$ cat src/rtl/systolic_pkg.sv
// systolic_pkg: shared FSM state type, default widths and drain-length helper
// for the systolic feeder, PE and array top.
package systolic_pkg;

    localparam int DEF_DATA_WIDTH = 8;
    localparam int DEF_N          = 4;
    localparam int DEF_LEN_W      = 16;

    typedef enum logic [1:0] {
        IDLE  = 2'd0,
        FEED  = 2'd1,
        DRAIN = 2'd2,
        DONE  = 2'd3
    } state_t;

    // Cycles after the last beat until the far-corner PE has seen its last operands.
    function automatic int drain_cycles(input int n);
        return 2 * n - 1;
    endfunction

endpackage

$ cat src/rtl/skew_line.sv
// skew_line: DEPTH-stage delay line for one lane, synchronously cleared to zero.
//   clk_i  clock
//   rst_i  synchronous active-high reset
//   d      lane input
//   q      lane input delayed by DEPTH cycles
module skew_line
    import systolic_pkg::*;
#(
    parameter int DATA_WIDTH = DEF_DATA_WIDTH,
    parameter int DEPTH      = 1
) (
    input  logic                  clk_i,
    input  logic                  rst_i,
    input  logic [DATA_WIDTH-1:0] d,
    output logic [DATA_WIDTH-1:0] q
);

    logic [DATA_WIDTH-1:0] pipe [DEPTH];

    always_ff @(posedge clk_i) begin
        if (rst_i) begin
            for (int i = 0; i < DEPTH; i++) pipe[i] <= '0;
        end else begin
            pipe[0] <= d;
            for (int i = 1; i < DEPTH; i++) pipe[i] <= pipe[i-1];
        end
    end

    assign q = pipe[DEPTH-1];

endmodule

$ cat src/rtl/systolic_feeder.sv
// systolic_feeder: accepts A/B beats over valid/ready, skews lane r by r+1 cycles
// onto the array edges and sequences start_operation through feed and drain.
//   clk_i, rst_i           clock, synchronous active-high reset
//   start_i, len_i         job start pulse and beat count (sampled in IDLE)
//   in_valid_i/in_ready_o  beat handshake
//   a_vec_i, b_vec_i       N packed lanes of DATA_WIDTH
//   a_row_o, b_col_o       skewed west/north edge lanes
//   start_operation_o      shared PE enable, high in FEED and DRAIN
//   busy_o, done_o         job active, one-cycle completion pulse
module systolic_feeder
    import systolic_pkg::*;
#(
    parameter int DATA_WIDTH = DEF_DATA_WIDTH,
    parameter int N          = DEF_N,
    parameter int LEN_W      = DEF_LEN_W
) (
    input  logic                    clk_i,
    input  logic                    rst_i,
    input  logic                    start_i,
    input  logic [LEN_W-1:0]        len_i,
    input  logic                    in_valid_i,
    output logic                    in_ready_o,
    input  logic [N*DATA_WIDTH-1:0] a_vec_i,
    input  logic [N*DATA_WIDTH-1:0] b_vec_i,
    output logic [N*DATA_WIDTH-1:0] a_row_o,
    output logic [N*DATA_WIDTH-1:0] b_col_o,
    output logic                    start_operation_o,
    output logic                    busy_o,
    output logic                    done_o
);

    localparam int DRAIN_LEN = drain_cycles(N);
    localparam int CW        = $clog2(DRAIN_LEN + 1);

    state_t           state, next;
    logic [LEN_W-1:0] len_q, beat_cnt;
    logic [CW-1:0]    drain_cnt;
    logic             accept, last_beat, drain_end;

    assign accept    = in_valid_i & in_ready_o;
    // Comparing against len-1 keeps a full-range length from wrapping the counter.
    assign last_beat = beat_cnt == len_q - LEN_W'(1);
    assign drain_end = drain_cnt == CW'(DRAIN_LEN - 1);

    always_comb begin
        next = state;
        case (state)
            IDLE:    next = start_i ? (len_i == '0 ? DONE : FEED) : IDLE;
            FEED:    next = accept && last_beat ? DRAIN : FEED;
            DRAIN:   next = drain_end ? DONE : DRAIN;
            default: next = IDLE;
        endcase
    end

    // Outputs are registered from the next state so they line up with the state register.
    always_ff @(posedge clk_i) begin
        if (rst_i) begin
            state             <= IDLE;
            len_q             <= '0;
            beat_cnt          <= '0;
            drain_cnt         <= '0;
            in_ready_o        <= 1'b0;
            busy_o            <= 1'b0;
            start_operation_o <= 1'b0;
            done_o            <= 1'b0;
        end else begin
            state <= next;
            if (state == IDLE && start_i) begin
                len_q    <= len_i;
                beat_cnt <= '0;
            end else if (accept) begin
                beat_cnt <= beat_cnt + LEN_W'(1);
            end
            drain_cnt         <= state == DRAIN ? drain_cnt + CW'(1) : '0;
            in_ready_o        <= next == FEED;
            busy_o            <= next == FEED || next == DRAIN;
            start_operation_o <= next == FEED || next == DRAIN;
            done_o            <= next == DONE;
        end
    end

    // Unaccepted cycles inject zeros so PEs see bubbles as no-ops.
    for (genvar r = 0; r < N; r++) begin : g_lane
        skew_line #(.DATA_WIDTH(DATA_WIDTH), .DEPTH(r + 1)) a_line (
            .clk_i (clk_i),
            .rst_i (rst_i),
            .d     (accept ? a_vec_i[r*DATA_WIDTH +: DATA_WIDTH] : '0),
            .q     (a_row_o[r*DATA_WIDTH +: DATA_WIDTH])
        );
        skew_line #(.DATA_WIDTH(DATA_WIDTH), .DEPTH(r + 1)) b_line (
            .clk_i (clk_i),
            .rst_i (rst_i),
            .d     (accept ? b_vec_i[r*DATA_WIDTH +: DATA_WIDTH] : '0),
            .q     (b_col_o[r*DATA_WIDTH +: DATA_WIDTH])
        );
    end

endmodule

$ cat config.mk
export PLATFORM = sky130hd
export DESIGN_NAME = systolic_feeder
export DESIGN_NICKNAME = d
export VERILOG_FILES = /design/src/rtl/systolic_pkg.sv /design/src/rtl/skew_line.sv /design/src/rtl/systolic_feeder.sv
export SDC_FILE = /design/constraint.sdc
export NUM_CORES = 1
export LEC_CHECK = 0
export CAP_MARGIN = 20
export CELL_PAD_IN_SITES_DETAIL_PLACEMENT = 0
export CELL_PAD_IN_SITES_GLOBAL_PLACEMENT = 2
export CORE_MARGIN = 8
export CORE_UTILIZATION = 24
export DETAILED_ROUTE_END_ITERATION = 16
export PLACE_DENSITY = 0.7
export SETUP_SLACK_MARGIN = 0.02
export SLEW_MARGIN = 20
export SYNTH_ARGS = -nofsm -noshare
export SYNTH_HDL_FRONTEND = slang
export SYNTH_SLANG_ARGS = --single-unit
$ cat constraint.sdc
create_clock -name clk_i -period 2.55 [get_ports clk_i]
set_input_delay 0.765 -clock clk_i [delete_from_list [all_inputs] [get_ports clk_i]]
set_output_delay 0.765 -clock clk_i [all_outputs]
set_load 0.005 [all_outputs]
Word level (Yosys, flattened, before mapping)
Memory sizes are Yosys's and may differ from the RTL's.
Cells that the tools add are included.
- register bits: 40
- latch bits: 0
- bits in writable memories: 160
- bits in read-only memories: 0
- bits of input ports: 84
- word-level logic and storage cells: 92
- memories: 8
- memory list (memory ; depth ; width ; read ports ; clocked after Yosys merged registers in ; wr ports ; line ; RTL):
    g_lane[3].a_line.pipe ; 4 ; 8 ; 4 ; 0 ; 4 ; skew_line.sv:18 ; logic [DATA_WIDTH-1:0] pipe [DEPTH];
    g_lane[3].b_line.pipe ; 4 ; 8 ; 4 ; 0 ; 4 ; skew_line.sv:18 ;
    g_lane[2].a_line.pipe ; 3 ; 8 ; 3 ; 0 ; 3 ; skew_line.sv:18 ;
    g_lane[2].b_line.pipe ; 3 ; 8 ; 3 ; 0 ; 3 ; skew_line.sv:18 ;
    g_lane[1].a_line.pipe ; 2 ; 8 ; 2 ; 0 ; 2 ; skew_line.sv:18 ;
    g_lane[1].b_line.pipe ; 2 ; 8 ; 2 ; 0 ; 2 ; skew_line.sv:18 ;
    2 more memories ; n/a ; n/a ; n/a ; n/a ; n/a ; n/a ;
- $add $sub $neg: 3
- multipliers: 0
- divide/modulo/power cells: 0
- order comparisons: 0
- equal/unequal tests: 7
- shifts and indexed selects: 0
- muxes and demuxes: 38
- bitwise logic cells: 20
- reduce and logical (&&, ||, !) cells: 9
- operators by type and width (kind ; number):
    $mux W8 ; 28
    $or A1 B1 Y1 ; 18
    $add A16 B1 Y16 const B ; 1
    $eq A16 B16 Y1 ; 1
    $logic_not A16 Y1 ; 1
    $reduce_or A8 Y1 ; 2
    $sub A16 B1 Y16 const B ; 1
    $eq A2 B2 Y1 const B ; 3
    $mux W1 ; 6
    $mux W2 ; 3
    $pmux W2 S3 ; 1
    $eq A2 B1 Y1 const B ; 2
    $reduce_or A2 Y1 ; 2
    $add A3 B1 Y3 const B ; 1
    $eq A3 B3 Y1 const B ; 1
    $logic_and A1 B1 Y1 ; 2
    $logic_not A2 Y1 ; 1
    $and A1 B1 Y1 ; 1
    $logic_or A1 B1 Y1 ; 1
    $not A1 Y1 ; 1

Depth between registers and ports, before layout
- word-level depth: 7
- mapped depth: 10
- gate-level depth less buffers: 10

Cells and area by module
A second synthesis with hierarchy kept.
- cell total of the unflattened synthesis: 724
- area, all modules: 7432.1 µm²
- modules (own cells, without submodules) (module ; times used ; cells an instance ; area each (µm²) ; sequential area each (µm²)):
    systolic_feeder ; 1 ; 360 ; 2730.1 ; 800.8
    skew_line at g_lane[3].a_line ... ; 2 ; 67 ; 863.3 ; 640.6
    skew_line at g_lane[2].a_line ... ; 2 ; 58 ; 753.2 ; 480.5
    skew_line at g_lane[1].a_line ... ; 2 ; 41 ; 524.3 ; 320.3
    skew_line at g_lane[0].a_line ... ; 2 ; 16 ; 210.2 ; 160.2

Worst setup path before layout
OpenSTA, ideal clock, no wires.
- path type: input port to flip-flop
- start point: input in_valid_i
- end point: register busy_o
- data arrival time: 2.435 ns
- data required time: 2.424 ns
- setup slack: -0.012 ns
- stages: 9
- path buffers: 1
- cell sequence: and2_1 > clkbuf_2 > nand4_1 > or4_1 > a2111oi_2 > and4_4 > o21ai_0 > ha_1 > nor2_1
- cells in the longest elaborated chain, start to end: 6
- elaborated cells between the ends (all ways): 7
- classes of those cells: eq/ne: 2; mux: 2; bitwise: 1; reduce/logical: 2
- ends and longest elaborated chain (what ; line ; RTL):
    start, declared ; systolic_feeder.sv:21 ; input logic in_valid_i,
    $and A1 B1 Y1 (*) ; systolic_feeder.sv:40 ; assign accept = in_valid_i & in_ready_o;
    $logic_and A1 B1 Y1 (*) ; systolic_feeder.sv:49 ; FEED: next = accept && last_beat ? DRAIN : FEED;
    $mux W2 (*) ; systolic_feeder.sv:49 ;
    $pmux W2 S3 (*) ; systolic_feeder.sv:47 ; case (state)
    $eq A2 B1 Y1 / $eq A2 B2 Y1 (equally long branches) ; systolic_feeder.sv:76 ; busy_o <= next == FEED || next == DRAIN;
    $logic_or A1 B1 Y1 (*) ; systolic_feeder.sv:76 ;
    end signal, assigned ; systolic_feeder.sv:63 ; busy_o <= 1'b0;
    end signal, assigned ; systolic_feeder.sv:76 ;
    end, declared ; systolic_feeder.sv:28 ; output logic busy_o,
Every way passes the cells marked *; elsewhere a longest branch is shown, timed or not.
A chain may end at the register's enable or synchronous reset.

Worst setup path in the final report
- start point: register len_q[7]
- end point: register done_o
- cells in the longest elaborated chain, start to end: 6
- ends and longest elaborated chain (what ; line ; RTL):
    start, declared ; systolic_feeder.sv:36 ; logic [LEN_W-1:0] len_q, beat_cnt;
    start signal, assigned ; systolic_feeder.sv:69 ; len_q <= len_i;
    $sub A16 B1 Y16 ; systolic_feeder.sv:42 ; assign last_beat = beat_cnt == len_q - LEN_W'(1);
    $eq A16 B16 Y1 ; systolic_feeder.sv:42 ;
    $logic_and A1 B1 Y1 ; systolic_feeder.sv:49 ;
    $mux W2 ; systolic_feeder.sv:49 ;
    $pmux W2 S3 ; systolic_feeder.sv:47 ;
    via next[0] ; systolic_feeder.sv:35 ; state_t state, next;
    $eq A2 B2 Y1 ; systolic_feeder.sv:78 ; done_o <= next == DONE;
    end signal, assigned ; systolic_feeder.sv:65 ; done_o <= 1'b0;
    end signal, assigned ; systolic_feeder.sv:78 ;
    end, declared ; systolic_feeder.sv:29 ; output logic done_o
The timed path passes the listed nets, and every way through them passes these cells.

==> flow_summary.toml <==
[sta]
finalHoldViolations = 0
final.min_clock_period_ns = 2.38
fin_skew_ns = 0.0212
drv_slew = 0
fin_crit_sh_pct = 93.3
rsz0062_at_grt = "yes"
setup_viol = 0
relSlewSlack_pct = 64.6
fmax_ghz = 0.421
tightest_slew_ns = 0.526

[routing]
viasPerCell = 3.73
drc = 0
dr.pass1.iters = 4
wire_per_inst_um = 12.6
drtAntennaViolNets = 0
drt_iter0_drc = 145
dr_total_vias = 4321
wl_um = 14600

[critical_path]
critPathKind = "flip-flop to flip-flop"
critPathArrivalTime_ns = 2.68
required_ns = 2.85
path_max_fanout = 6
endpoint_kind = "flip-flop"
r2r_slack_ns = 0.17
cp-start-kind = "flip-flop"

[power]
power.total_mw = 6.43
power_density_nw_per_um2 = 698
leakage_nw = 3.52
vdd_drop_max_mv = 0.421

[synthesis]
synth_edf_count = 0
synth_area_leaders = "dfxtp_1, nor2b_1, and2_1"
synthDistinctLibCells = 43
yosys.area.top_type = "dfxtp_1"
ys.flop_type = "dfxtp_1"
netlist_instances = 645
ys_warn_count = 0
synth_area_um2 = 6760
syn_area_per_cell_um2 = 10.5
synth_top_area_share_pct = 59.3
ys_seq_area_share_pct = 59.3
ys_seq_elements = 200
synth_nets = 735
synthArstFlopShare_pct = 0

[final_layout]
n_antenna_cell = 0
syn_to_final_growth_pct = 36.4
layout.nets = 859
drive_gt1_share_pct = 10.1
final-seq-area_um2 = 4010
multi_input_area_um2 = 2380
fillers = 2880
final_util_pct = 33.2
final_common_cell = "dfxtp_1"
final_cell_mix = "dfxtp_1, clkdlybuf4s50_1, nor2b_1"

[clock_network]
insertion_delay_ns = 0.44
cts_setup_buffers = 0
cts.root.buffer_cell = "clkbuf_16"
cts_made_buffers = 17
h-tree-depth = 4
cts.path.max_buffers = 2
cts_tree = "done"
clk_pin_slew_ns = 0.09
ctsHoldBuffers = 0
cts.sinks = 200

[floorplan]
die-area_um2 = 33800
coreArea_um2 = 27800
io_pins = 152
start_util_pct = 24.3
die_x_um = 184
rows = 61
fp.dieH_um = 184

[global_route]
antenna_found_initial = 0
grt_usage_pct = 9.08
grt_pass1_wl_um = 24100
grt_max_degree = 65
grt_pass1_vias = 4482
grt.overflow.total = 0

[run]
cap_viol_max_count = 0

[outcome]
status = "complete, no violations"

[hold_path]
hold_path.class = "flip-flop to flip-flop"

[placed_design]
gp_congestion = 0.745
place_hpwl_um = 10600
place.port_buffers = 151
==> layout make-up <==
| class | instances | share of cell area, % |
|---|---|---|
| inverters | 5 | 0.204 |
| clock inverters | 14 | 2.05 |
| repair buffers | 174 | 18.5 |
| well taps | 378 | 5.13 |
| multi-input cells | 371 | 25.9 |
| clock buffers | 18 | 4.77 |
| flip-flops and latches | 200 | 43.5 |
==> what timing repair did <==
item,CTS,global route
gates resized for setup,9,7
endpoints found under the setup margin,3,3
hold endpoints to repair,0,0
pin swaps,7,4
==> final timing paths <==
path                                                               from                                      end  cells past startpoint
worst max-delay path                              len_q[7]$_SDFFE_PP0P_                        done_o$_SDFF_PP0_                      8
worst min-delay path            g_lane[3].b_line.pipe[0][16]$_SDFF_PP0_  g_lane[3].b_line.pipe[0][24]$_SDFF_PP0_                      1
worst max register to register                    len_q[7]$_SDFFE_PP0P_                        done_o$_SDFF_PP0_                      8
worst min register to register  g_lane[3].b_line.pipe[0][16]$_SDFF_PP0_  g_lane[3].b_line.pipe[0][24]$_SDFF_PP0_                      1
==> stage by stage <==
| step | hold slack [ns] | TNS (ns) | setup slack (ns) | cell area, um2 | cells |
|---|---|---|---|---|---|
| 3_5_place_dp | 0.420 | -1.92 | -0.527 | 8510 | 1128 |
| 5_1_grt | 0.450 | 0 | 0.0135 | 9220 | 1160 |
| 2_1_floorplan | 0.414 | 0 | 0.00986 | 6770 | 645 |
| 3_3_place_gp | 0.415 | -1.89 | -0.518 | 8510 | 1128 |
| 6_report | 0.435 | 0 | 0.172 | 9220 | 1160 |
| 4_1_cts | 0.435 | 0 | 0.0221 | 9180 | 1160 |
==> state kept, by name (all words and copies together) (netlist names) <==
signal and flops:
state 2, in_ready_o 1, g_lane.b_line.pipe 80, len_q 16, busy_o 1, drain_cnt 3, done_o 1, beat_cnt 16
g_lane.a_line.pipe 80
==> synthesized netlist by cell type, types with 2 or more instances <==
cell type / instances
dfxtp_1: 200
nor2b_1: 98
and2_1: 67
nand2_1: 51
buf_4: 42
a21oi_1: 28
nor2_1: 28
clkbuf_1: 22
xor2_1: 19
xnor2_1: 12
o21ai_0: 7
and3_1: 6
ha_1: 6
inv_1: 5
nand3_1: 5
nand4_1: 5
nor4_1: 5
mux2i_1: 4
nor3_1: 4
a31oi_1: 3
buf_6: 3
or3_1: 3
o21a_1: 2
==> metal layers <==
| metal | vias up | share of wire, % | track usage (%) |
|---|---|---|---|
| met4 | 0 | 1.1 | 3.00 |
| li1 | 2260 | - | - |
| met2 | 101 | 46 | 14.5 |
| met5 | - | 0 | 0 |
| met1 | 1949 | 44 | 10.5 |
| met3 | 11 | 8.8 | 4.47 |
==> critical path, cell delays in order, from the launching register on <==
cell and delay (ns):
dfxtp_1 0.36, nor3_4 0.32, a21oi_1 0.11, or4_4 0.56, a2111oi_4 0.19, and4_4 0.33, nor2_4 0.06, ha_2 0.20
nor2b_1 0.12
==> report_power, final <==
part	total [mW]	internal [mW]	leakage [nW]	switching, mW
registers	3.21	3.18	1.62	0.0333
clock network	2.76	1.38	0.304	1.38
logic	0.468	0.275	1.59	0.192
==> kinds of logic (layout without fill, tap and decap cells) <==
kind of cell / Yosys count / count (layout) / share of synthesized area, %
buffers and inverters: 74 / 211 / 6.80
muxes: 5 / 5 / 0.759
and+or+nand+nor: 282 / 282 / 23.9
AOI/OAI and AO/OA: 47 / 47 / 4.09
xor gates and xnor gates: 31 / 31 / 4.02
adders and majority gates: 6 / 6 / 1.11
DFF: 200 / 200 / 59.3
Power figures use the tool's default switching activity.
